File: src/rtl/cond_unit.sv
// cond_unit: ARM-style condition evaluation against a registered NZCV flag set.
// It gates the PC, register and memory write requests with the condition
// result, updates the flags when the instruction executes, and keeps
// saturating counters of executed and skipped instructions.
module cond_unit (
    input  logic        clk,
    input  logic        reset,
    input  logic [3:0]  Cond,
    input  logic [3:0]  ALUFlags,
    input  logic [1:0]  FlagW,
    input  logic        InstrValid,
    input  logic        PCS,
    input  logic        RegW,
    input  logic        MemW,
    input  logic        NoWrite,
    input  logic        Stall,
    input  logic        Flush,
    output logic        PCSrc,
    output logic        RegWrite,
    output logic        MemWrite,
    output logic        CondEx,
    output logic        Undef,
    output logic [3:0]  Flags,
    output logic [15:0] ExecCount,
    output logic [15:0] SkipCount
);

    logic [3:0]  flags_r;
    logic [15:0] exec_r;
    logic [15:0] skip_r;
    logic        cond_ex_s;
    logic        go_s;
    logic        count_en_s;

    // Evaluate one ARM condition code against {N,Z,C,V}; 1111 never passes.
    function automatic logic eval_cond(input logic [3:0] cond, input logic [3:0] f);
        logic n;
        logic z;
        logic c;
        logic v;
        logic r;
        n = f[3];
        z = f[2];
        c = f[1];
        v = f[0];
        case (cond)
            4'b0000: r = z;
            4'b0001: r = ~z;
            4'b0010: r = c;
            4'b0011: r = ~c;
            4'b0100: r = n;
            4'b0101: r = ~n;
            4'b0110: r = v;
            4'b0111: r = ~v;
            4'b1000: r = c & ~z;
            4'b1001: r = ~c | z;
            4'b1010: r = (n == v);
            4'b1011: r = (n != v);
            4'b1100: r = ~z & (n == v);
            4'b1101: r = z | (n != v);
            4'b1110: r = 1'b1;
            default: r = 1'b0;
        endcase
        return r;
    endfunction

    // Increment a counter but stick at all-ones instead of wrapping.
    function automatic logic [15:0] sat_inc(input logic [15:0] val);
        logic [15:0] r;
        if (val == 16'hFFFF) begin
            r = val;
        end else begin
            r = val + 16'd1;
        end
        return r;
    endfunction

    // Condition result, execute qualifier and the gated write enables.
    always_comb begin
        cond_ex_s  = eval_cond(Cond, flags_r);
        go_s       = cond_ex_s & InstrValid & ~Flush;
        count_en_s = InstrValid & ~Flush & ~Stall;
        CondEx     = cond_ex_s;
        PCSrc      = PCS & go_s;
        RegWrite   = RegW & go_s & ~NoWrite;
        MemWrite   = MemW & go_s;
        Undef      = InstrValid & (Cond == 4'b1111);
    end

    // Flag register: each half written independently by an executing instruction.
    always_ff @(posedge clk) begin
        if (reset) begin
            flags_r <= 4'b0000;
        end else if (go_s && !Stall) begin
            if (FlagW[1]) begin
                flags_r[3:2] <= ALUFlags[3:2];
            end
            if (FlagW[0]) begin
                flags_r[1:0] <= ALUFlags[1:0];
            end
        end
    end

    // Executed/skipped counters: exactly one advances per real, unflushed, unstalled instruction.
    always_ff @(posedge clk) begin
        if (reset) begin
            exec_r <= 16'h0000;
            skip_r <= 16'h0000;
        end else if (count_en_s) begin
            if (cond_ex_s) begin
                exec_r <= sat_inc(exec_r);
            end else begin
                skip_r <= sat_inc(skip_r);
            end
        end
    end

    assign Flags     = flags_r;
    assign ExecCount = exec_r;
    assign SkipCount = skip_r;

endmodule

File: config.mk
export PLATFORM = sky130hd
export DESIGN_NAME = cond_unit
export DESIGN_NICKNAME = d
export VERILOG_FILES = /design/src/rtl/cond_unit.sv
export SDC_FILE = /design/constraint.sdc
export NUM_CORES = 1
export LEC_CHECK = 0
export ABC_CLOCK_PERIOD_IN_PS = 4150
export BUFFER_PORTS_ARGS = -buffer_cell sky130_fd_sc_hd__buf_4
export CAP_MARGIN = 5
export CORE_MARGIN = 4
export CORE_UTILIZATION = 23
export DETAILED_ROUTE_END_ITERATION = 7
export MAX_ROUTING_LAYER = met4
export PLACE_DENSITY_LB_ADDON = 0.25
export SLEW_MARGIN = 10
export SYNTH_ARGS = -nofsm -noshare
export SYNTH_HDL_FRONTEND = slang
export SYNTH_SLANG_ARGS = --single-unit
File: constraint.sdc
create_clock -name clk -period 4.15 [get_ports clk]
set_input_delay 0.2075 -clock clk [delete_from_list [all_inputs] [get_ports clk]]
set_output_delay 0.2075 -clock clk [all_outputs]
set_load 0.02 [all_outputs]
---- Word-level counts from Yosys, hierarchy flattened ----
Index checks and enable logic that the tools add are counted.
operators by class
  reductions and logical operators ........ 7
  multiplexer cells ....................... 1
  bitwise operators ....................... 23
  equality and inequality tests ........... 19
  add/subtract/negate cells ............... 2
operators with widths
  kind                   number
  $add 16x1->16 const B  2
  $eq 16x16->1 const B   2
  $eq 4x4->1 const B     8
  $eq 4x3->1 const B     4
  $pmux 1 s15            1
  $and 1x1->1            11
  $not 1->1              10
  $eq 4x2->1 const B     2
  $reduce_and 3->1       2
  $eq 4x1->1 const B     1
  $logic_not 4->1        1
  $reduce_and 2->1       2
  $or 1x1->1             2
  $eq 1x1->1             1
  $logic_and 1x1->1      1
  $logic_not 1->1        1
  $ne 1x1->1             1
word-level totals
  output and inout bits ................... 41
  register bits after elaboration ......... 36
  word-level logic and storage cells ...... 56
  bits of input ports ..................... 19

---- Longest topological paths before layout ----
Gate-level depths: netlist of the first run.
  word-level depth ........................ 7
  depth in mapped cells ................... 10

---- Least setup slack after synthesis of the first run ----
Ideal clock, no wire load.
  path kind ............................... flip-flop to output port
  start point ............................. register flags_r[3], in the netlist Flags[3]
  end point ............................... output port RegWrite
  slack ................................... 1.606 ns
  buffers on the path ..................... 3
  arrival ................................. 2.337 ns
  stages on the path, launching flop included .. 9
  data required time ...................... 3.943 ns
  path through ............................ dfxtp_1 xnor2_1 mux2i_1 a311oi_1 nor4b_2 buf_4 buf_6 buf_4 nor4b_1
on the way
  longest elaborated chain between the ends .. 7
  elaborated cells on any way between the ends .. 10
RTL lines
  what                                              line    text
  start: declaration                                28      logic [3:0] flags_r;
  start signal: assignment                          96      flags_r[3:2] <= ALUFlags[3:2];
  $ne 1x1->1 / $eq 1x1->1 (equally long branches)   --
  $or 1x1->1 / $and 1x1->1 (equally long branches)  60, 59
  $pmux 1 s15 *                                     46      case (cond)
  $and 1x1->1 * (2 in series)                       81      go_s = cond_ex_s & InstrValid & ~Flush;
  $and 1x1->1 * (2 in series)                       85      RegWrite = RegW & go_s & ~NoWrite;
  end: declaration                                  19      output logic RegWrite,
Mark *: on every way between the ends. The rest lies on a longest branch, timed or not.

---- Worst setup path in the final report of the first run ----
  start point ............................. register flags_r[3], in the netlist Flags[3]
  end point ............................... output port PCSrc
on the way
  longest elaborated chain between the ends .. 6
  elaborated cells on any way between the ends .. 9
RTL lines
  what                                              line    text
  $ne 1x1->1 / $eq 1x1->1 (equally long branches)   --
  $or 1x1->1 / $and 1x1->1 (equally long branches)  60, 59
  $pmux 1 s15 *                                     46
  $and 1x1->1 * (2 in series)                       81
  $and 1x1->1 *                                     84      PCSrc = PCS & go_s;
  end: declaration                                  18      output logic PCSrc,
Marked as above.

==> impl_metrics.csv, run 1 <==
group,metric,value,unit
logic_synthesis,synth_edf_count,0,
worst_setup_path,crit_path_max_fanout,31,
worst_setup_path,required,3.94,ns
cells_and_area,final_common_cell,"buf_4",
logic_synthesis,syn_area_per_cell,8.05,um2
timing,grt_setup_unrepaired,"false",
worst_setup_path,criticalPathCategory,"reg -> out",
logic_synthesis,synth_area,0.00216,mm2
cells_and_area,final_cell_mix,"61 x buf_4, 36 x dfxtp_1, 28 x nor2_1",
route,post_drt_via_cell_ratio,4.88,
power_and_ir_drop,leakage,1.07,nW
cells_and_area,final_layout_size_suffix_gt1_frac,0.252,
logic_synthesis,seq_area_frac_synth,0.333,
placed_design,gp_congestion,0.740,
logic_synthesis,synth_cells,269,
worst_setup_path,crit_buf_inv,2,
global_routing,antenna_found_initial,0,
clocking,cts.clk_slew.worst_paths,0.07,ns
clocking,clkLatencyLatePin,0.28,ns
worst_setup_path,r2r_cells,7,
floorplanning,dieArea,0.0110,mm2
timing,max-slew-margin-rel,0.482,
route,drtPass1Iterations,6,
power_and_ir_drop,vdd_drop_max,0.000109,V
clocking,cts_resized,0,
floorplanning,pin_count,60,
clocking,htreeDepth,2,
timing,slew_violations,0,
clocking,cts_hold_buf,0,
logic_synthesis,synth_top_flop_cell,"dfxtp_1",
job,maxCapViolCount,0,
global_routing,grt_max_degree,54,
logic_synthesis,syn_nets,290,
clocking,ctsRootBufferMaster,"clkbuf_8",
timing,timing.fmax,363,MHz
placed_design,dp_hpwl,4120,um
timing,timing.hold.ws,0.186,ns
power_and_ir_drop,powerDensity,252,mW/mm2
timing,fin_tns_setup,0,ns
logic_synthesis,async_flop_share,0,
route,vias,2111,
timing,worst_pin_slew,0.770,ns
global_routing,grt_use_total,0.103,
worst_setup_path,crit_family,"simple AND/OR/NAND/NOR gates",
global_routing,grt_pass1_vias,1836,
worst_setup_path,cp.arrival,2.55,ns
worst_setup_path,path_common_cell,"buf_4",
worst_setup_path,start_kind,"flip-flop",
cells_and_area,syn2layout_area_growth,27.6,%
timing,finalCriticalPeriod,2.76,ns
route,routed_wl,5840,um
timing,min_period_over_period,0.665,
floorplanning,die_h,105,um
route,routedWlPerCell,13.5,um
logic_synthesis,yosysWarnings,0,
logic_synthesis,synth.distinct_cells,46,
clocking,clock_sinks,36,
cells_and_area,finalNetCount,342,
floorplanning,rows,35,
floorplanning,die_w,105,um
route,drt_iter0_drc,70,
cells_and_area,fill_cells,1013,
cells_and_area,antennaDiodeCount,0,
worst_hold_path,min_delay_path_depth,3,
logic_synthesis,ys_seq_elements,36,
worst_setup_path,reg2reg_slack,1.64,ns
outcome,status,"finished, final reports clean",
worst_setup_path,path_depth,8,
timing,finClkSkew,0.00209,ns
route,postRouteAntennaNets,0,
global_routing,grt_pass1_wl,9140,um
global_routing,overflow,0,
worst_setup_path,critPathMaxStageDelay,0.48,ns
clocking,post-cts-setup-buffers,0,
timing,finalSetupViolations,0,
timing,hold_viol,0,
placed_design,io_buffers,59,
worst_setup_path,cp_slowest_cell,"nor4b_4",
floorplanning,initial_core_util,0.235,
clocking,max-clock-path-buffers,2,
worst_setup_path,path_cells,"xnor2_1 -> mux2i_1 -> a311oi_1 -> nor4b_4 -> buf_4 -> nor2_1 -> and2_1 -> buf_4",
clocking,cts_made_buffers,5,
floorplanning,coreArea,0.00920,mm2
worst_hold_path,worstHoldPathType,"in -> reg",
route,drc,0,
clocking,cts_tree,"yes",
worst_setup_path,worstSetupEndpointType,"primary output",
## registers in the layout, summed over array words and instances (netlist names)
signal / flops
ExecCount: 16
SkipCount: 16
Flags: 4
## per-layer routing
| metal | up-vias | GRT usage | wire length (um) |
|---|---|---|---|
| met3 | 4 | 0.0284 | 254 |
| li1 | 1081 | - | - |
| met4 | 0 | 0.0253 | 49 |
| met2 | 37 | 0.150 | 2520 |
| met5 | - | - | 0 |
| met1 | 989 | 0.141 | 3010 |
## where the power goes
part / total, mW / internal, mW / switching (mW) / leakage (nW)
registers: 0.349 / 0.347 / 0.00236 / 0.290
logic: 0.0862 / 0.0320 / 0.0543 / 0.735
clock network: 0.262 / 0.136 / 0.126 / 0.0455
total: 0.697 / 0.514 / 0.183 / 1.07
## worst reg2reg max path: cells and delay by family, from the launching register on
family,cells,cell delay (ns)
flip-flops,1,0.45
AO/OA/AOI/OAI,1,0.15
multiplexers,2,0.56
buffers and inverters,1,0.26
AND/OR/NAND/NOR,2,0.81
XOR/XNOR,1,0.18
## metrics by stage
stage | worst slack, ns | cell area [um2] | std cells | total power [mW] | util
4_1_cts | 1.36 | 2760 | 433 | 0.713 | 0.300
3_5_place_dp | 1.58 | 2670 | 425 | 0.444 | 0.291
3_3_place_gp | 1.69 | 2670 | 425 | 0.443 | 0.291
6_report | 1.39 | 2760 | 433 | 0.697 | 0.300
2_1_floorplan | 1.61 | 2160 | 269 | 0.419 | -
5_1_grt | 1.18 | 2760 | 433 | 0.733 | 0.300
## synthesized netlist by cell type, types with 2 or more instances
master	number	share of area
buf_2	3	0.0069
nand2b_1	12	0.035
ha_1	2	0.012
nand4b_1	2	0.0081
nor2b_1	9	0.026
o21ai_0	14	0.032
mux2i_1	7	0.032
clkbuf_1	6	0.010
mux2_2	9	0.047
nor3_1	3	0.0069
or3_1	10	0.029
o31ai_1	8	0.028
and2_1	4	0.012
and3_1	11	0.032
nand4_1	6	0.017
xor2_1	2	0.0081
or4_1	8	0.028
a21oi_1	20	0.046
and4_1	2	0.0081
nor2_1	28	0.049
nand2_1	18	0.031
buf_4	5	0.017
dfxtp_1	36	0.33
inv_1	3	0.0052
nand3_1	19	0.044
buf_6	2	0.010
## final timing paths
check,from,to
worst max-delay path,Flags[3],PCSrc
worst max register to register,Flags[3],SkipCount[6]
worst min register to register,ExecCount[13],ExecCount[13]
worst min-delay path,ALUFlags[1],Flags[1]
## logic make-up (layout without fill, tap and decap cells)
| group | Yosys count | in the layout | synth area share |
|---|---|---|---|
| AOI/OAI and AO/OA | 50 | 50 | 0.135 |
| buffers and inverters | 20 | 73 | 0.0520 |
| xor gates and xnor gates | 3 | 3 | 0.0121 |
| and+or+nand+nor | 141 | 141 | 0.372 |
| adders and majority gates | 2 | 2 | 0.0116 |
| DFF | 36 | 36 | 0.333 |
| muxes | 17 | 17 | 0.0844 |
## final cells by class
class | count | area, um2 | area share
timing repair buffer | 61 | 458 | 0.166
tap | 111 | 139 | 0.0503
multi-input combinational | 213 | 1340 | 0.485
inverter | 4 | 15.0 | 0.00543
sequential | 36 | 721 | 0.261
clock buffer | 8 | 90.1 | 0.0326
(Power assumes the default switching activity.)
==> run 2, diff against run 1 <==
ABC_AREA = 1   (was unset)
ABC_CLOCK_PERIOD_IN_PS = 2200   (was 4150)
clock period = 2.2 ns   (was 4.15 ns; I/O delays follow)
==> impl_metrics.csv, run 2 <==
group,metric,value,unit
global_routing,overflow,0,
global_routing,grt_use_total,0.124,
clocking,cts_made_buffers,5,
clocking,max-clock-path-buffers,2,
route,routedWlPerCell,12.3,um
worst_setup_path,critPathMaxStageDelay,0.37,ns
route,postRouteAntennaNets,0,
route,drtPass1Iterations,6,
placed_design,placed_area,0.00291,mm2
worst_hold_path,holdCritStartpoint,"ALUFlags[3]",
timing,timing.hold.ws,0.0375,ns
route,routed_wl,6820,um
clocking,ctsRootBufferMaster,"clkbuf_8",
power_and_ir_drop,leakage,1.24,nW
placed_design,dp_hpwl,5130,um
logic_synthesis,yosysMostFrequentCell,"nand2_1",
logic_synthesis,synth_area,0.00233,mm2
cells_and_area,final_cell_mix,"105 x nand2_1, 64 x buf_4, 43 x nor2_1",
route,vias,2495,
logic_synthesis,syn_nets,384,
clocking,cts.clk_slew.worst_paths,0.08,ns
clocking,htreeDepth,2,
cells_and_area,final_common_cell,"nand2_1",
clocking,clock_sinks,36,
logic_synthesis,async_flop_share,0,
logic_synthesis,ys_seq_elements,36,
timing,grt_setup_unrepaired,"false",
timing,fin_tns_setup,0,ns
route,post_drt_via_cell_ratio,4.49,
cells_and_area,final_cells,556,
placed_design,pre_cts_slack,0.266,ns
worst_setup_path,r2r_start,"SkipCount[0]",
timing,finalCriticalPeriod,2.00,ns
worst_setup_path,reg2reg_slack,0.25,ns
placed_design,io_buffers,59,
timing,worst_pin_slew,0.382,ns
logic_synthesis,seq_area_frac_synth,0.309,
power_and_ir_drop,powerDensity,474,mW/mm2
global_routing,antenna_found_initial,0,
logic_synthesis,synth_top_area_share,0.309,
worst_setup_path,start_kind,"flip-flop",
clocking,post-cts-setup-buffers,0,
floorplanning,dieArea,0.0118,mm2
cells_and_area,syn2layout_area_growth,29.3,%
worst_setup_path,crit_family,"simple AND/OR/NAND/NOR gates",
cells_and_area,finish.utilization,0.307,
timing,hold_viol,0,
timing,max-slew-margin-rel,0.745,
logic_synthesis,syn_area_per_cell,6.43,um2
cells_and_area,final_layout_size_suffix_gt1_frac,0.196,
floorplanning,die_w,109,um
power_and_ir_drop,vdd_drop_max,0.000224,V
logic_synthesis,synth_top_flop_cell,"dfxtp_1",
power_and_ir_drop,power,1.43,mW
floorplanning,coreArea,0.00982,mm2
worst_setup_path,path_common_cell,"nand2_1",
job,maxCapViolCount,0,
worst_setup_path,cp.arrival,1.89,ns
worst_hold_path,worstHoldPathType,"in -> reg",
logic_synthesis,yosysTopAreaCell,"dfxtp_1",
timing,min_period_over_period,0.910,
outcome,status,"finished, final reports clean",
logic_synthesis,yosysWarnings,0,
logic_synthesis,synth_commonest_cells,"105 x nand2_1, 43 x nor2_1, 38 x inv_1",
route,drc,0,
worst_hold_path,min_to,"Flags[3]",
worst_setup_path,path_cells,"inv_1 -> nand2_1 -> nand3_1 -> nand2_1 -> nand2_1 -> nand2_1 -> inv_1 -> nand3_2 -> nand2_1 -> nor3b_1 -> buf_4",
logic_synthesis,synth.distinct_cells,27,
cells_and_area,antennaDiodeCount,0,
logic_synthesis,synth_cells,363,
clocking,cts_tree,"yes",
timing,finalSetupViolations,0,
worst_setup_path,r2r-end,"SkipCount[6]",
worst_setup_path,crit_buf_inv,3,
global_routing,grt_pass1_vias,2430,
global_routing,grt_pass1_wl,11500,um
placed_design,dp_cells,548,
logic_synthesis,synth_edf_count,0,
floorplanning,initial_core_util,0.238,
timing,slew_violations,0,
clocking,cts_hold_buf,0,
timing,finClkSkew,0.00662,ns
worst_setup_path,cp_slowest_cell,"dfxtp_1",
worst_setup_path,required,2.09,ns
floorplanning,die_h,109,um
clocking,cts_resized,0,
floorplanning,pin_count,60,
logic_synthesis,netlist_top_cells_area,"dfxtp_1 31%, nand2_1 17%, xor2_1 7.1%",
placed_design,gp_congestion,0.885,
cells_and_area,final_area,0.00302,mm2
floorplanning,rows,36,
worst_setup_path,criticalPathCategory,"reg -> out",
worst_setup_path,r2r_cells,9,
timing,setup_ws,0.199,ns
global_routing,grt_max_degree,31,
worst_setup_path,crit_path_max_fanout,7,
route,drt_iter0_drc,89,
timing,timing.fmax,500,MHz
worst_hold_path,min_delay_path_depth,3,
worst_setup_path,worstSetupEndpointType,"primary output",
clocking,clkLatencyLatePin,0.29,ns
cells_and_area,finalNetCount,443,
## run 2: cell types whose count changed after synthesis, moves of 8 or more
cell,before,now
nor2b_1,9,0
or3_1,10,0
nand2b_1,12,0
nand4_1,6,22
nand2_1,18,105
a21oi_1,20,30
o31ai_1,8,0
and3_1,11,0
or4_1,8,0
mux2_2,9,0
o21ai_0,14,3
xor2_1,2,19
nor2_1,28,43
inv_1,3,38
## run 2: tightest hold or removal path, stage by stage
cell and delay, ns:
buf_4 0.08, nor2_1 0.03, nor2_1 0.08
## run 2: area by class of cell
class,instances,area (um2)
fillers,1139,6800
flip-flops and latches,36,721
repair buffers,64,480
multi-input cells,276,1400
clock inverters,2,35.0
inverters,39,146
clock buffers,6,72.6
well taps,133,166
## run 2: cells by family (layout without fill, tap and decap cells)
kind of cell    Yosys count  count (layout)  synth area share
compound gates           34              34            0.0740
simple gates            214             214             0.416
xor+xnor                 26              26            0.0975
flops                    36              36             0.309
buf+inv                  51             111            0.0927
fa+ha+maj                 2               2            0.0107
## run 2: report_power, final
part | switching, mW | leakage [nW] | total [mW] | internal (mW)
sequential | 0.00643 | 0.290 | 0.662 | 0.656
clock | 0.259 | 0.0552 | 0.596 | 0.337
combinational | 0.109 | 0.898 | 0.173 | 0.0642
## run 2: worst max-delay path by stage
stage	startpoint	to	slack [ns]	cells after the start
floorplan	Flags[3]	RegWrite	0.32	11
global route	Flags[3]	RegWrite	0.04	11
CTS	Flags[3]	RegWrite	0.17	11
global placement	ExecCount[0]	ExecCount[0]	0.31	10
detailed placement	SkipCount[0]	SkipCount[6]	0.27	9
finish	Flags[3]	RegWrite	0.20	11
## run 2: per-layer routing
| metal | part of all wire | track usage | routed length (um) | vias to the layer above |
|---|---|---|---|---|
| met5 | 0 | - | 0 | - |
| met4 | 0.019 | 0.0388 | 128 | 0 |
| met3 | 0.051 | 0.0255 | 347 | 10 |
| met2 | 0.44 | 0.191 | 3010 | 65 |
| met1 | 0.49 | 0.163 | 3340 | 1135 |
| li1 | - | - | - | 1285 |
==> run 3, diff against run 2 <==
CORE_MARGIN = 2   (was 4)
==> impl_metrics.csv, run 3 (same netlist as run 2, synthesis figures left out) <==
group,metric,value,unit
floorplanning,die_h,105,um
worst_setup_path,critPathMaxStageDelay,0.37,ns
worst_setup_path,start_kind,"flip-flop",
placed_design,placed_area,0.00291,mm2
timing,grt_setup_unrepaired,"false",
route,post_drt_via_cell_ratio,4.46,
worst_setup_path,r2r_start,"SkipCount[0]",
worst_setup_path,worstSetupEndpointType,"primary output",
global_routing,grt_use_total,0.128,
cells_and_area,final_area,0.00303,mm2
power_and_ir_drop,p_clk_frac,0.420,
floorplanning,die_w,105,um
worst_setup_path,required,2.09,ns
worst_hold_path,holdCritStartpoint,"ALUFlags[3]",
floorplanning,initial_core_util,0.238,
floorplanning,dieArea,0.0110,mm2
worst_setup_path,crit_buf_inv,3,
worst_setup_path,path_common_cell,"nand2_1",
timing,min_period_over_period,0.890,
clocking,cts.clk_slew.worst_paths,0.08,ns
cells_and_area,finalNetCount,443,
timing,slew_violations,0,
power_and_ir_drop,vdd_drop_max,0.000239,V
clocking,clkLatencyLatePin,0.29,ns
floorplanning,pin_count,60,
job,maxCapViolCount,0,
power_and_ir_drop,seqPwrFrac,0.459,
worst_hold_path,min_to,"Flags[3]",
global_routing,antenna_found_initial,0,
timing,hold_viol,0,
timing,timing.hold.ws,0.0445,ns
worst_setup_path,cp.arrival,1.85,ns
timing,fin_tns_setup,0,ns
route,vias,2480,
power_and_ir_drop,leakage,1.24,nW
worst_setup_path,reg2reg_slack,0.31,ns
cells_and_area,final_cell_mix,"104 x nand2_1, 64 x buf_4, 43 x nor2_1",
placed_design,gp_congestion,0.910,
cells_and_area,syn2layout_area_growth,29.6,%
clocking,htreeDepth,2,
cells_and_area,final_common_cell,"nand2_1",
timing,timing.fmax,510,MHz
worst_setup_path,r2r-end,"SkipCount[2]",
floorplanning,coreArea,0.00982,mm2
route,drt_iter0_drc,97,
worst_setup_path,crit_family,"simple AND/OR/NAND/NOR gates",
placed_design,pre_cts_slack,0.305,ns
power_and_ir_drop,p_comb_frac,0.121,
global_routing,overflow,0,
power_and_ir_drop,swShare,0.267,
timing,finalCriticalPeriod,1.96,ns
route,drc,0,
worst_setup_path,cp_slowest_cell,"dfxtp_1",
timing,setup_ws,0.241,ns
power_and_ir_drop,p_switching,0.386,mW
worst_setup_path,r2r_cells,9,
placed_design,io_buffers,59,
timing,finalSetupViolations,0,
clocking,max-clock-path-buffers,2,
worst_hold_path,min_delay_path_depth,3,
placed_design,dp_hpwl,4990,um
worst_hold_path,worstHoldPathType,"in -> reg",
worst_setup_path,path_cells,"inv_1 -> nand2_1 -> nand3_1 -> nand2_1 -> nand2_1 -> nand2_1 -> inv_1 -> nand3_2 -> nand2_2 -> nor3b_1 -> buf_4",
worst_setup_path,criticalPathCategory,"reg -> out",
timing,max-slew-margin-rel,0.748,
worst_setup_path,crit_path_max_fanout,7,
route,postRouteAntennaNets,0,
global_routing,grt_pass1_wl,11400,um
clocking,cts_made_buffers,5,
cells_and_area,multiInputGateArea,0.00140,mm2
global_routing,grt_max_degree,31,
cells_and_area,final_layout_size_suffix_gt1_frac,0.201,
route,routed_wl,6740,um
cells_and_area,fill_cells,1115,
global_routing,grt_pass1_vias,2409,
clocking,cts_hold_buf,0,
route,drtPass1Iterations,4,
power_and_ir_drop,powerDensity,477,mW/mm2
power_and_ir_drop,internal_power,1.06,mW
clocking,clock_sinks,36,
timing,worst_pin_slew,0.377,ns
clocking,cts_tree,"yes",
clocking,ctsRootBufferMaster,"clkbuf_8",
cells_and_area,seq_area,721,um2
floorplanning,rows,36,
route,routedWlPerCell,12.1,um
outcome,status,"finished, final reports clean",
timing,finClkSkew,0.00804,ns
clocking,post-cts-setup-buffers,0,
cells_and_area,antennaDiodeCount,0,
==> run 3: area by class of cell <==
cell class,instances,area share
Tap cell,133,0.0550
Clock inverter,3,0.0141
Clock buffer,5,0.0227
Timing Repair Buffer,64,0.159
Sequential cell,36,0.238
Inverter,39,0.0484
Multi-Input combinational cell,276,0.463
==> run 3: worst reg2reg max path: cells and delay by family (launching register included) <==
family          cells  cell delay [ns]
buf+inv             2             0.18
flops               1             0.45
fa+ha+maj           1             0.29
simple gates        5             0.77
compound gates      1             0.14
==> run 3: per-stage QoR <==
stage	total power, mW	utilization	cells
after floorplan	0.784	-	363
after global placement	0.852	0.297	548
after detailed placement	0.853	0.297	548
after CTS	1.46	0.308	556
after global routing	1.50	0.308	556
final	1.44	0.308	556
==> run 3: timing repair <==
| item | in CTS | in global routing |
|---|---|---|
| endpoints found under the setup margin | 0 | 1 |
| gates resized for setup | 0 | 1 |
| hold endpoints to repair | 0 | 0 |
==> run 3: power groups by stage <==
stage / logic, mW / clock network (mW) / registers [mW]
after global routing: 0.194 / 0.639 / 0.663
final: 0.175 / 0.605 / 0.662
after CTS: 0.176 / 0.617 / 0.662
after detailed placement: 0.175 / 0 / 0.678
after global placement: 0.174 / 0 / 0.678
after floorplan: 0.102 / 0 / 0.682
==> run 3: how the worst max path moves through the flow <==
stage	from	endpoint	slack [ns]	depth (start not counted)
after floorplan	Flags[3]	RegWrite	0.32	11
after global placement	SkipCount[0]	SkipCount[12]	0.31	9
after detailed placement	ExecCount[0]	ExecCount[3]	0.31	9
after CTS	Flags[3]	RegWrite	0.18	11
after global routing	Flags[0]	RegWrite	0.04	11
final	Flags[0]	RegWrite	0.24	11
==> run 3: layer usage <==
metal | share of wire | up-vias | routed length (um) | track usage
met5 | 0 | - | 0 | -
met4 | 0.0065 | 0 | 44 | 0.0314
met3 | 0.035 | 4 | 238 | 0.0256
met2 | 0.46 | 53 | 3070 | 0.202
met1 | 0.50 | 1135 | 3390 | 0.169
li1 | - | 1288 | - | -
